$ cat config.mk
export PLATFORM = sky130hd
export DESIGN_NAME = adc_uart_sequencer_flat
export DESIGN_NICKNAME = d
export VERILOG_FILES = /design/src/rtl/adc_uart_sequencer_if.sv /design/src/rtl/adc_uart_sequencer.sv /design/src/flat_wrapper.sv
export SDC_FILE = /design/constraint.sdc
export NUM_CORES = 1
export LEC_CHECK = 0
export CORE_MARGIN = 1.5
export CORE_UTILIZATION = 40
export CTS_CLUSTER_SIZE = 8
export DETAILED_ROUTE_END_ITERATION = 16
export GPL_ROUTABILITY_DRIVEN = 0
export HOLD_SLACK_MARGIN = 0.15
export PLACE_DENSITY_LB_ADDON = 0.05
export SETUP_SLACK_MARGIN = 0.2
export SYNTH_ARGS = -nofsm -noshare
export SYNTH_HDL_FRONTEND = slang
export SYNTH_SLANG_ARGS = --single-unit
$ cat constraint.sdc
create_clock -name CLOCK_50 -period 2 [get_ports CLOCK_50]
set_input_delay 0.3 -clock CLOCK_50 [delete_from_list [all_inputs] [get_ports CLOCK_50]]
set_output_delay 0.3 -clock CLOCK_50 [all_outputs]
set_load 0.005 [all_outputs]
$ cat src/rtl/adc_uart_sequencer_if.sv
// Handshake bundle between the sample sequencer, the SAR ADC and the UART transmitter.
// The sequencer side is the master; the ADC/UART side is the slave.
interface adc_uart_sequencer_if;
    logic       adc_start;
    logic       adc_valid;
    logic [7:0] adc_data;
    logic [7:0] uart_data;
    logic       uart_start;
    logic       uart_done;

    modport master (
        output adc_start,
        input  adc_valid,
        input  adc_data,
        output uart_data,
        output uart_start,
        input  uart_done
    );

    modport slave (
        input  adc_start,
        output adc_valid,
        output adc_data,
        input  uart_data,
        input  uart_start,
        output uart_done
    );
endinterface

$ cat src/rtl/adc_uart_sequencer.sv
// Periodic sampler: one ADC conversion per tick, sent over the UART as two hex chars plus CR LF.
// Counts ticks dropped while a frame is in flight and conversions that timed out.
module adc_uart_sequencer #(
    parameter int unsigned SAMPLE_PERIOD = 5000000,
    parameter int unsigned TIMEOUT       = 1024,
    parameter int unsigned CNT_W         = 8
) (
    input  logic                      CLOCK_50,
    input  logic                      reset,
    input  logic                      enable,
    adc_uart_sequencer_if.master      bus,
    output logic                      busy,
    output logic [CNT_W-1:0]          skip_count,
    output logic [CNT_W-1:0]          timeout_count
);

    localparam int unsigned TickW = (SAMPLE_PERIOD > 2) ? $clog2(SAMPLE_PERIOD) : 1;
    localparam int unsigned TmoW  = $clog2(TIMEOUT + 1);

    typedef enum logic [2:0] {
        StIdle,
        StConvert,
        StLoad,
        StSend,
        StWaitDone
    } state_e;

    state_e           state_q, state_d;
    logic [TickW-1:0] tick_cnt_q, tick_cnt_d;
    logic [TmoW-1:0]  tmo_cnt_q, tmo_cnt_d;
    logic [7:0]       sample_q, sample_d;
    logic             tmo_mode_q, tmo_mode_d;
    logic [1:0]       idx_q, idx_d;
    logic             seen_idle_q, seen_idle_d;
    logic             adc_start_q, adc_start_d;
    logic [7:0]       uart_data_q, uart_data_d;
    logic [CNT_W-1:0] skip_q, skip_d;
    logic [CNT_W-1:0] tmo_count_q, tmo_count_d;
    logic             tick;

    function automatic logic [7:0] hex_char(logic [3:0] n);
        return (n <= 4'd9) ? (8'h30 + {4'h0, n}) : (8'h37 + {4'h0, n});
    endfunction

    function automatic logic [7:0] frame_char(logic [1:0] i, logic [7:0] s, logic m);
        logic [7:0] c;
        case (i)
            2'd0:    c = m ? 8'h2D : hex_char(s[7:4]);
            2'd1:    c = m ? 8'h2D : hex_char(s[3:0]);
            2'd2:    c = 8'h0D;
            default: c = 8'h0A;
        endcase
        return c;
    endfunction

    assign tick = enable && (tick_cnt_q == TickW'(SAMPLE_PERIOD - 1));
    assign busy = (state_q != StIdle);

    always_comb begin
        state_d     = state_q;
        tick_cnt_d  = tick_cnt_q;
        tmo_cnt_d   = tmo_cnt_q;
        sample_d    = sample_q;
        tmo_mode_d  = tmo_mode_q;
        idx_d       = idx_q;
        seen_idle_d = seen_idle_q;
        adc_start_d = 1'b0;
        uart_data_d = uart_data_q;
        skip_d      = skip_q;
        tmo_count_d = tmo_count_q;

        if (enable) begin
            tick_cnt_d = tick ? '0 : tick_cnt_q + TickW'(1);
        end

        if (tick && busy && (skip_q != '1)) begin
            skip_d = skip_q + CNT_W'(1);
        end

        unique case (state_q)
            StIdle: begin
                if (tick) begin
                    state_d     = StConvert;
                    adc_start_d = 1'b1;
                    tmo_cnt_d   = '0;
                end
            end
            StConvert: begin
                // A result arriving on the expiry cycle still wins over the timeout.
                if (bus.adc_valid) begin
                    sample_d   = bus.adc_data;
                    tmo_mode_d = 1'b0;
                    state_d    = StLoad;
                end else if (tmo_cnt_q == TmoW'(TIMEOUT - 1)) begin
                    tmo_mode_d = 1'b1;
                    state_d    = StLoad;
                    if (tmo_count_q != '1) begin
                        tmo_count_d = tmo_count_q + CNT_W'(1);
                    end
                end else begin
                    tmo_cnt_d = tmo_cnt_q + TmoW'(1);
                end
            end
            StLoad: begin
                idx_d       = 2'd0;
                seen_idle_d = 1'b0;
                uart_data_d = frame_char(2'd0, sample_q, tmo_mode_q);
                state_d     = StSend;
            end
            StSend: begin
                // Require an idle->busy transition so a stale busy level is not taken as acceptance.
                if (bus.uart_done) begin
                    seen_idle_d = 1'b1;
                end else if (seen_idle_q) begin
                    state_d = StWaitDone;
                end
            end
            StWaitDone: begin
                if (bus.uart_done) begin
                    if (idx_q == 2'd3) begin
                        state_d = StIdle;
                    end else begin
                        idx_d       = idx_q + 2'd1;
                        seen_idle_d = 1'b0;
                        uart_data_d = frame_char(idx_q + 2'd1, sample_q, tmo_mode_q);
                        state_d     = StSend;
                    end
                end
            end
            default: state_d = StIdle;
        endcase
    end

    always_ff @(posedge CLOCK_50) begin
        if (reset) begin
            state_q     <= StIdle;
            tick_cnt_q  <= '0;
            tmo_cnt_q   <= '0;
            sample_q    <= 8'h00;
            tmo_mode_q  <= 1'b0;
            idx_q       <= 2'd0;
            seen_idle_q <= 1'b0;
            adc_start_q <= 1'b0;
            uart_data_q <= 8'h00;
            skip_q      <= '0;
            tmo_count_q <= '0;
        end else begin
            state_q     <= state_d;
            tick_cnt_q  <= tick_cnt_d;
            tmo_cnt_q   <= tmo_cnt_d;
            sample_q    <= sample_d;
            tmo_mode_q  <= tmo_mode_d;
            idx_q       <= idx_d;
            seen_idle_q <= seen_idle_d;
            adc_start_q <= adc_start_d;
            uart_data_q <= uart_data_d;
            skip_q      <= skip_d;
            tmo_count_q <= tmo_count_d;
        end
    end

    assign bus.adc_start  = adc_start_q;
    assign bus.uart_start = (state_q == StSend);
    assign bus.uart_data  = uart_data_q;
    assign skip_count     = skip_q;
    assign timeout_count  = tmo_count_q;

endmodule

$ cat src/flat_wrapper.sv
// flat-port wrapper written by rule: the top's interface ports become plain ports
module adc_uart_sequencer_flat 
#(
    parameter int unsigned SAMPLE_PERIOD = 5000000,
    parameter int unsigned TIMEOUT       = 1024,
    parameter int unsigned CNT_W         = 8
)
  (CLOCK_50, reset, enable, busy, skip_count, timeout_count, bus_adc_start, bus_adc_valid, bus_adc_data, bus_uart_data, bus_uart_start, bus_uart_done);
  adc_uart_sequencer_if bus_i ();
  input  logic CLOCK_50;
  input  logic reset;
  input  logic enable;
  output logic busy;
  output logic [CNT_W-1:0] skip_count;
  output logic [CNT_W-1:0] timeout_count;
  output wire logic [$bits(bus_i.adc_start)-1:0] bus_adc_start;
  input wire logic [$bits(bus_i.adc_valid)-1:0] bus_adc_valid;
  input wire logic [$bits(bus_i.adc_data)-1:0] bus_adc_data;
  output wire logic [$bits(bus_i.uart_data)-1:0] bus_uart_data;
  output wire logic [$bits(bus_i.uart_start)-1:0] bus_uart_start;
  input wire logic [$bits(bus_i.uart_done)-1:0] bus_uart_done;
  assign bus_adc_start = bus_i.adc_start;
  assign bus_i.adc_valid = bus_adc_valid;
  assign bus_i.adc_data = bus_adc_data;
  assign bus_uart_data = bus_i.uart_data;
  assign bus_uart_start = bus_i.uart_start;
  assign bus_i.uart_done = bus_uart_done;
  adc_uart_sequencer #(.SAMPLE_PERIOD(SAMPLE_PERIOD), .TIMEOUT(TIMEOUT), .CNT_W(CNT_W)) u_core (.CLOCK_50(CLOCK_50), .reset(reset), .enable(enable), .bus(bus_i), .busy(busy), .skip_count(skip_count), .timeout_count(timeout_count));
endmodule
; ---- Yosys cells after proc, flatten, opt, wreduce, memory -nomap -nowiden
; Index checks and enable logic that the tools add are counted.
[op_classes]
n_lt_le_gt_ge = 2
n_reduce_logical = 18
n_eq_ne = 20
addsub = 9
n_bitwise = 2
n_mux = 31
[op_table]
columns = op, n
row1 = $mux W8, 6
row2 = $mux W11, 3
row3 = $add A6 B4 Y7 const A, 4
row4 = $pmux W8 S3, 1
row5 = $add A23 B1 Y23 const B, 1
row6 = $eq A23 B23 Y1 const B, 1
row7 = $mux W23, 1
row8 = $pmux W11 S2, 1
row9 = $mux W3, 6
row10 = $add A8 B1 Y8 const B, 2
row11 = $ne A8 B8 Y1 const B, 2
row12 = $pmux W8 S2, 1
row13 = $pmux W3 S5, 1
row14 = $reduce_and A4 Y1, 3
row15 = $add A11 B1 Y11 const B, 1
row16 = $eq A11 B10 Y1 const B, 1
row17 = $ne A2 B2 Y1 const B, 5
row18 = $le A4 B4 Y1 const B, 2
row19 = $eq A3 B2 Y1 const B, 2
row20 = $mux W1, 6
row21 = $mux W2, 3
row22 = $ne A2 B1 Y1 const B, 3
row23 = $reduce_bool A2 Y1, 3
row24 = $reduce_bool A3 Y1, 2
row25 = other kinds (16), 21
[totals]
register_bits = 74
output_inout_bits = 27
word_cells = 93
inputBits = 13

; ---- Logic depth before layout (Yosys ltp)
; Gate-level depths: netlist of run 1.
[logic_depth]
word_depth = 7
mapped_depth = 7
ltp_nobuf = 7

; ---- Least setup slack after synthesis of run 1
; Ideal clock, no wire load.
[synth_path]
kind = register -> register
start = reg u_core.state_q[1]
end = reg u_core.tmo_cnt_q[7]
arrival_time_ns = 1.900
synth_period_minus_slack_ns = 1.959
setup_time_ns = 0.059
t_required_ns = 1.941
path_stages_with_launch = 7
path_buffers = 2
path_slack_ns = 0.041
path_cell_list = dfxtp_1 buf_6 or4b_4 or2_2 buf_2 a2111o_1 nand2_1
[synth_between]
elab_chain_cells = 3
elab_cells_between_ends = 8
classes_between = eq/ne (4) / mux (1) / reduce/logical (3)
[synth_lines]
columns = element, line_no
row1 = "start, declared", adc_uart_sequencer.sv:28  ; state_e state_q, state_d;
row2 = "start signal, assigned", adc_uart_sequencer.sv:136  ; state_q <= StIdle;
row3 = "start signal, assigned", adc_uart_sequencer.sv:148  ; state_q <= state_d;
row4 = $eq A3 B1 Y1 or $logic_not A3 Y1 (tied branches), adc_uart_sequencer.sv:80  ; unique case (state_q)
row5 = "$ne A2 B2 Y1 (no line), or another cell as far along", n/a
row6 = $reduce_and A4 Y1 (no line), n/a
row7 = "end signal, assigned", adc_uart_sequencer.sv:150  ; tmo_cnt_q <= tmo_cnt_d;
row8 = "end, declared", adc_uart_sequencer.sv:30  ; logic [TmoW-1:0] tmo_cnt_q, tmo_cnt_d;
; Several ways; a longest one is shown, not always the timed one.
; A chain may end at the register's enable or synchronous reset.

; ---- Worst setup path after layout of run 1
[layout_path]
start = reg u_core.tick_cnt_q[7]
end = reg u_core.skip_q[5], in the netlist u_core.skip_count[5]
[layout_between]
elab_chain_cells = 4
[layout_lines]
columns = element, line_no
row1 = "start, declared", adc_uart_sequencer.sv:29  ; logic [TickW-1:0] tick_cnt_q, tick_cnt_d;
row2 = "start signal, assigned", adc_uart_sequencer.sv:149  ; tick_cnt_q <= tick_cnt_d;
row3 = $eq A23 B23 Y1, adc_uart_sequencer.sv:56  ; assign tick = enable && (tick_cnt_q == TickW'(SAMPLE_PERIOD - 1));
row4 = $logic_and A1 B1 Y1, adc_uart_sequencer.sv:56
row5 = $logic_and A1 B1 Y1 (2 in a row), adc_uart_sequencer.sv:76  ; if (tick && busy && (skip_q != '1)) begin
row6 = "end signal, assigned", adc_uart_sequencer.sv:157  ; skip_q <= skip_d;
row7 = "end, declared", adc_uart_sequencer.sv:37  ; logic [CNT_W-1:0] skip_q, skip_d;
; No other way between the ends.

==> results_dict.tcl, run 1 <==
set metrics [dict create \
    die_area_um2 10100 \
    ys_types 60 \
    syn_area_um2 3810 \
    start_kind "flop" \
    antenna_found_initial 0 \
    cp.depth 6 \
    met1_usage_pct 25.3 \
    hold_buffers 0 \
    leakage_uw 0.00188 \
    yosys_warnings 0 \
    holdCritPathClass "reg -> reg" \
    num_antenna_cells 0 \
    synthArstFlopShare_pct 0 \
    cts.sinks 73 \
    peakVddDrop_v 0.000243 \
    core_um2 9240 \
    rsz0062_at_grt "yes" \
    setup_ws_ns -0.0642 \
    grt_pass1_wl_um 15900 \
    stdcell_area_um2 5240 \
    htreeDepth 3 \
    syn_avg_cell_area_um2 8.27 \
    drt_wl_total_um 9590 \
    min_to "u_core.tmo_cnt_q[10]" \
    initial_core_util_pct 41.3 \
    grt.busiest_layer "met2" \
    cp_cell_sequence "or4b_4, nor4_4, nand4_4, buf_6, or3_1, a21oi_1" \
    setup_violations 10 \
    crit_buf_inv 1 \
    dpl-instance-area_um2 4740 \
    insertion_delay_ns 0.34 \
    ys.flop_type "dfxtp_1" \
    arrival_ns 2.35 \
    pwr-share-seq_pct 49.7 \
    syn2layout_area_growth_pct 37.4 \
    reg2reg_depth 6 \
    drv_slew 0 \
    place_ws_ns -0.272 \
    netSwitchingPower_uw 734 \
    routedWlPerCell_um 13.8 \
    grt_util_met3_pct 3.26 \
    r2r_slack_ns -0.06 \
    cp-end-kind "flop" \
    path_class "reg -> reg" \
    grtUsageMet2_pct 33.3 \
    syn_nets 486 \
    rr_startpoint "u_core.tick_cnt_q[7]" \
    powerDensity_nw_per_um2 578 \
    min_path_cells 1 \
    ant_nets 0 \
    min-delay-start "u_core.tmo_cnt_q[10]" \
    critPathRequiredTime_ns 2.28 \
    io-pin-count 40 \
    fin_crit_ns 2.06 \
    overflow 0 \
    syn_inst 461 \
    fillCellCount 863 \
    dp_hpwl_um 6680 \
    routed_via_density 5.19 \
    dr.pass1.iters 4 \
    max_freq_ghz 0.484 \
    cts_tree "built" \
    hold_viol 0 \
    first_global_vias 3446 \
    instances_no_fill 693 \
    port_buffers 38 \
    rr_endpoint "u_core.skip_count[5]" \
    cpPeakStageDelay_ns 0.55 \
    period_share_pct 103 \
    place_inst 666 \
    root_buffer "clkbuf_8" \
    drc 0 \
    maxCapViolCount 0 \
    grt.total_usage_pct 19.8 \
    cts_buffers 9 \
    drive_above_1_share_pct 23.6 \
    synth_seq_area_share_pct 38.3 \
    fin_nets 585 \
    postLayoutCoreUtil_pct 56.7 \
    critPathTopFamily "simple AND/OR/NAND/NOR gates" \
    path_clk_slew_ns 0.08 \
    setup_tns_ns -0.415 \
    fp.dieW_um 101 \
    rows 35 \
    violations "negative setup slack" \
    cts_buffer_depth 2 \
    status "complete, but fails checks" \
    p_int_uw 2300 \
    worst_path_max_delay_cell "or4b_4" \
    switching_share_pct 24.2 \
    combPwrFrac_pct 10.7 \
    grt_max_degree 38 \
    vias 3597 \
    drtIter0Drc 135 \
    clkPwrFrac_pct 39.5 \
    fin_skew_ns 0.00950 \
    cp_max_fo 6 \
    synth_enable_flop_cells 0 \
    synth_seq_cells 73 \
    fp.dieH_um 101 \
]
## cells by family (layout without fill, tap and decap cells)
group / after synthesis / count (layout) / synth area share, %
AO/OA/AOI/OAI: 94 / 94 / 15.4
XOR/XNOR: 27 / 27 / 6.20
adder cells (fa/ha/maj): 12 / 12 / 3.94
buffers and inverters: 36 / 139 / 4.10
flip-flops: 73 / 73 / 38.3
multiplexers: 7 / 7 / 1.90
other: 1 / 1 / 0.0983
AND/OR/NAND/NOR: 211 / 211 / 30.1
## power by group through the flow
stage	combinational, uW	sequential [uW]	clock [uW]
2_1_floorplan	144	1540	0
3_3_place_gp	294	1540	0
3_5_place_dp	295	1540	0
4_1_cts	315	1510	1240
5_1_grt	359	1510	1300
6_report	325	1510	1200
## cells in the mapped netlist, drive strengths merged, types with 2 or more instances
master   number  area, um2
ha           12        150
and2          2       12.5
a31oi         7       43.8
a21oi        29        145
and3          8       51.3
o21bai        2       15.0
nor2         49        191
buf           5       40.0
clkbuf       15       56.3
nand4b        2       17.5
or4b          2       27.5
o31ai         3       22.5
dfxtp        73       1460
o2111ai       3       26.3
a22oi         2       15.0
inv          16       60.1
mux2          2       22.5
or3           8       50.1
nor4b         3       26.3
a21boi        2       15.0
o21a          2       15.0
or4           5       37.5
nand4        11       75.1
nor2b         5       31.3
nor3         20        100
xor2          8       70.1
o21ai        30        150
nand2        48        180
nor4          6       82.6
o31a          2       17.5
xnor2        19        166
nand2b        8       50.1
nand3        22        110
a2111o        4       45.0
and4          5       43.8
mux2i         5       50.1
## timing repair
action,in CTS,in global routing
pin swaps,10,12
buffers inserted,10,0
endpoints found under the setup margin,33,59
resized for setup,32,27
gates cloned,1,1
## through the flow
| step | hold slack, ns | total power, uW |
|---|---|---|
| 5_1_grt | 0.483 | 3170 |
| 4_1_cts | 0.470 | 3070 |
| 2_1_floorplan | 0.379 | 1680 |
| 3_3_place_gp | 0.464 | 1830 |
| 6_report | 0.482 | 3030 |
| 3_5_place_dp | 0.469 | 1840 |
## sequential cells by signal (all words and copies together), names as in the netlist, 2 cells and up
| signal | flops |
|---|---|
| u_core.timeout_count | 8 |
| u_core.state_q | 3 |
| u_core.skip_count | 8 |
| u_core.idx_q | 2 |
| u_core.bus.uart_data | 7 |
| u_core.tmo_cnt_q | 11 |
| u_core.tick_cnt_q | 23 |
| u_core.sample_q | 8 |
## routing by layer
layer	up-vias	wire (um)
met5	-	0
met4	0	54
met3	4	266
met2	64	4790
met1	1684	4480
li1	1845	-
## layout make-up
type,instances,area [um2],share of cell area [%]
Multi-Input combinational cell,352,2340,44.7
Sequential cell,73,1480,28.3
Timing Repair Buffer,108,995,19.0
Tap cell,129,161,3.08
Clock buffer,13,159,3.03
Inverter,16,60.1,1.15
Clock inverter,2,37.5,0.717
## worst max-delay path by stage
stage	startpoint	end	slack (ns)
after detailed placement	enable	u_core.tmo_cnt_q[2]	-0.27
after global placement	enable	u_core.tmo_cnt_q[2]	-0.25
after global routing	u_core.tick_cnt_q[7]	u_core.skip_count[5]	-0.16
after floorplan	u_core.tick_cnt_q[15]	u_core.tmo_cnt_q[5]	0.07
after CTS	u_core.tick_cnt_q[7]	u_core.skip_count[3]	-0.07
final	u_core.tick_cnt_q[7]	u_core.skip_count[5]	-0.06
## cell usage in the layout (no fill, tap or decap), types with 4 or more instances in the layout
master / instances
clkdlybuf4s50_1: 35
nand2_1: 46
or3_1: 7
xnor2_1: 19
nand4_1: 10
o21ai_1: 8
mux2i_1: 5
inv_1: 16
and4_1: 4
nor3_1: 18
nor2_1: 46
o21ai_0: 17
a2111o_1: 4
a21oi_1: 28
xor2_1: 8
a31oi_1: 7
buf_4: 59
clkbuf_8: 11
dfxtp_4: 4
nand3_1: 19
buf_6: 7
ha_1: 11
dfxtp_1: 64
nand2b_1: 8
nor2b_1: 4
dfxtp_2: 5
o21ai_2: 5
and3_1: 7
(Power assumes the default switching activity.)
==> run 2: changes to the inputs <==
--- a/config.mk
+++ b/config.mk
@@ -6,12 +6,13 @@
 export NUM_CORES = 1
 export LEC_CHECK = 0
 export CORE_MARGIN = 1.5
-export CORE_UTILIZATION = 40
+export CORE_UTILIZATION = 50
 export CTS_CLUSTER_SIZE = 8
 export DETAILED_ROUTE_END_ITERATION = 16
 export GPL_ROUTABILITY_DRIVEN = 0
 export HOLD_SLACK_MARGIN = 0.15
 export PLACE_DENSITY_LB_ADDON = 0.05
+export REMOVE_ABC_BUFFERS = 1
 export SETUP_SLACK_MARGIN = 0.2
 export SYNTH_ARGS = -nofsm -noshare
 export SYNTH_HDL_FRONTEND = slang
==> results_dict.tcl, run 2 (same netlist as run 1, synthesis figures left out) <==
set metrics [dict create \
    status "complete, but fails checks" \
    violations "negative setup slack" \
    grt.total_usage_pct 23.8 \
    min_path_cells 2 \
    drv_slew 0 \
    instances_no_fill 667 \
    period_share_pct 103 \
    cts.sinks 73 \
    overflow 0 \
    initial_core_util_pct 52.0 \
    root_buffer "clkbuf_8" \
    drt_wl_total_um 10000 \
    routedWlPerCell_um 15.0 \
    hold_viol 0 \
    fin_crit_ns 2.06 \
    critPathRequiredTime_ns 2.27 \
    antenna_found_initial 0 \
    drive_above_1_share_pct 28.7 \
    hold_ws_ns 0.491 \
    max_freq_ghz 0.485 \
    drtIter0Drc 200 \
    cp_max_fo 10 \
    grt_max_degree 28 \
    fp.dieH_um 90.3 \
    insertion_delay_ns 0.34 \
    io-pin-count 40 \
    place_inst 630 \
    core_um2 7330 \
    cts_tree "built" \
    dp_hpwl_um 6410 \
    setup_ws_ns -0.0634 \
    htreeDepth 3 \
    holdCritPathClass "reg -> reg" \
    grt_pass1_wl_um 15900 \
    fp.dieW_um 90.3 \
    worst_path_max_delay_cell "or4_4" \
    arrival_ns 2.33 \
    min-delay-start "u_core.sample_q[3]" \
    r2r_slack_ns -0.06 \
    rr_endpoint "u_core.tmo_cnt_q[5]" \
    largest_register_ffs 23 \
    ant_nets 0 \
    rows 31 \
    vias 3739 \
    cpPeakStageDelay_ns 0.56 \
    rsz0062_at_grt "yes" \
    maxCapViolCount 0 \
    cp_cell_sequence "or4_4, buf_6, nor4_4, nand4_1, buf_6, a2111o_1, o21ai_1" \
    port_buffers 38 \
    routed_via_density 5.61 \
    rr_startpoint "u_core.tick_cnt_q[15]" \
    setup_violations 22 \
    start_kind "flop" \
    top_regs "u_core.tick_cnt_q (23), u_core.tmo_cnt_q (11)" \
    die_area_um2 8160 \
    final_common_cell "dfxtp_1" \
    powerDensity_nw_per_um2 539 \
    min_to "u_core.sample_q[3]" \
    setup_tns_ns -0.566 \
    leakage_uw 0.00191 \
    regMostFlops "u_core.tick_cnt_q" \
    cts_buffers 9 \
    reg2reg_depth 7 \
    cp-end-kind "flop" \
    peakVddDrop_v 0.000312 \
    fin_nets 591 \
    first_global_vias 3498 \
    final_cell_mix "dfxtp_1 (64), buf_4 (62), nand2_1 (47), clkdlybuf4s50_1 (35), nor2_1 (31)" \
    fin_skew_ns 0.00943 \
    dr.pass1.iters 4 \
    cpMostUsedCell "buf_6" \
    num_antenna_cells 0 \
    path_clk_slew_ns 0.07 \
    drc 0 \
    fillCellCount 544 \
    path_class "reg -> reg" \
    cts_buffer_depth 2 \
    place_ws_ns -0.253 \
    syn2layout_area_growth_pct 42.0 \
]
run 2: cell count changes in the layout (fill, tap and decap cells not counted), sizes merged:
cell and delta:
clkinvlp -1, clkbuf +1, buf +4, bufinv -1
nand4 +1
run 2: worst max path at each step:
stage | start | endpoint | slack (ns) | cells after the start
2_1_floorplan | u_core.tick_cnt_q[7] | u_core.skip_count[6] | -0.06 | 5
3_3_place_gp | bus_adc_valid | u_core.tmo_cnt_q[5] | -0.22 | 5
3_5_place_dp | bus_adc_valid | u_core.tmo_cnt_q[5] | -0.25 | 5
4_1_cts | u_core.tick_cnt_q[15] | u_core.tmo_cnt_q[5] | -0.06 | 7
5_1_grt | u_core.tick_cnt_q[15] | u_core.tmo_cnt_q[6] | -0.20 | 7
6_report | u_core.tick_cnt_q[15] | u_core.tmo_cnt_q[5] | -0.06 | 7
run 2: worst max-delay path, delay by kind of cell (launching register included):
kind	cells	cell delay [ns]
AOI/OAI and AO/OA	2	0.43
buffers and inverters	2	0.31
and+or+nand+nor	3	0.93
DFF	1	0.33
run 2: metal layers:
| layer | wire (um) | vias up | global-route usage (%) |
|---|---|---|---|
| met1 | 4240 | 1777 | 28.5 |
| met3 | 410 | 14 | 5.89 |
| met5 | 0 | - | 0 |
| met2 | 5230 | 89 | 42.4 |
| li1 | - | 1859 | - |
| met4 | 138 | 0 | 6.22 |
run 2: timing repair:
action                                  CTS  global route
endpoints found under the setup margin   48            55
cloned                                    2             2
resized for setup                        39            66
pin swaps                                16            40
hold buffers                              0             0
setup buffers                            12             8
run 2: power by group:
| group | switching, uW | leakage (uW) | internal [uW] |
|---|---|---|---|
| sequential | 23.6 | 0.000594 | 1480 |
| clock | 504 | 0.0000875 | 533 |
| combinational | 176 | 0.00123 | 197 |
run 2: cell type report:
| class | count | area [um2] | share of cell area [%] |
|---|---|---|---|
| repair buffers | 113 | 1050 | 19.5 |
| flip-flops and latches | 73 | 1480 | 27.3 |
| multi-input cells | 353 | 2530 | 46.7 |
| well taps | 99 | 124 | 2.29 |
| clock buffers | 13 | 169 | 3.12 |
| inverters | 16 | 60.1 | 1.11 |
run 2: stage by stage:
| stage | cell area (um2) | util (%) | total power [uW] |
|---|---|---|---|
| floorplan | 3720 | - | 1660 |
| global placement | 4620 | 63.1 | 1820 |
| detailed placement | 4620 | 63.1 | 1820 |
| CTS | 5050 | 69.0 | 2900 |
| global route | 5420 | 73.9 | 3040 |
| finish | 5420 | 73.9 | 2920 |
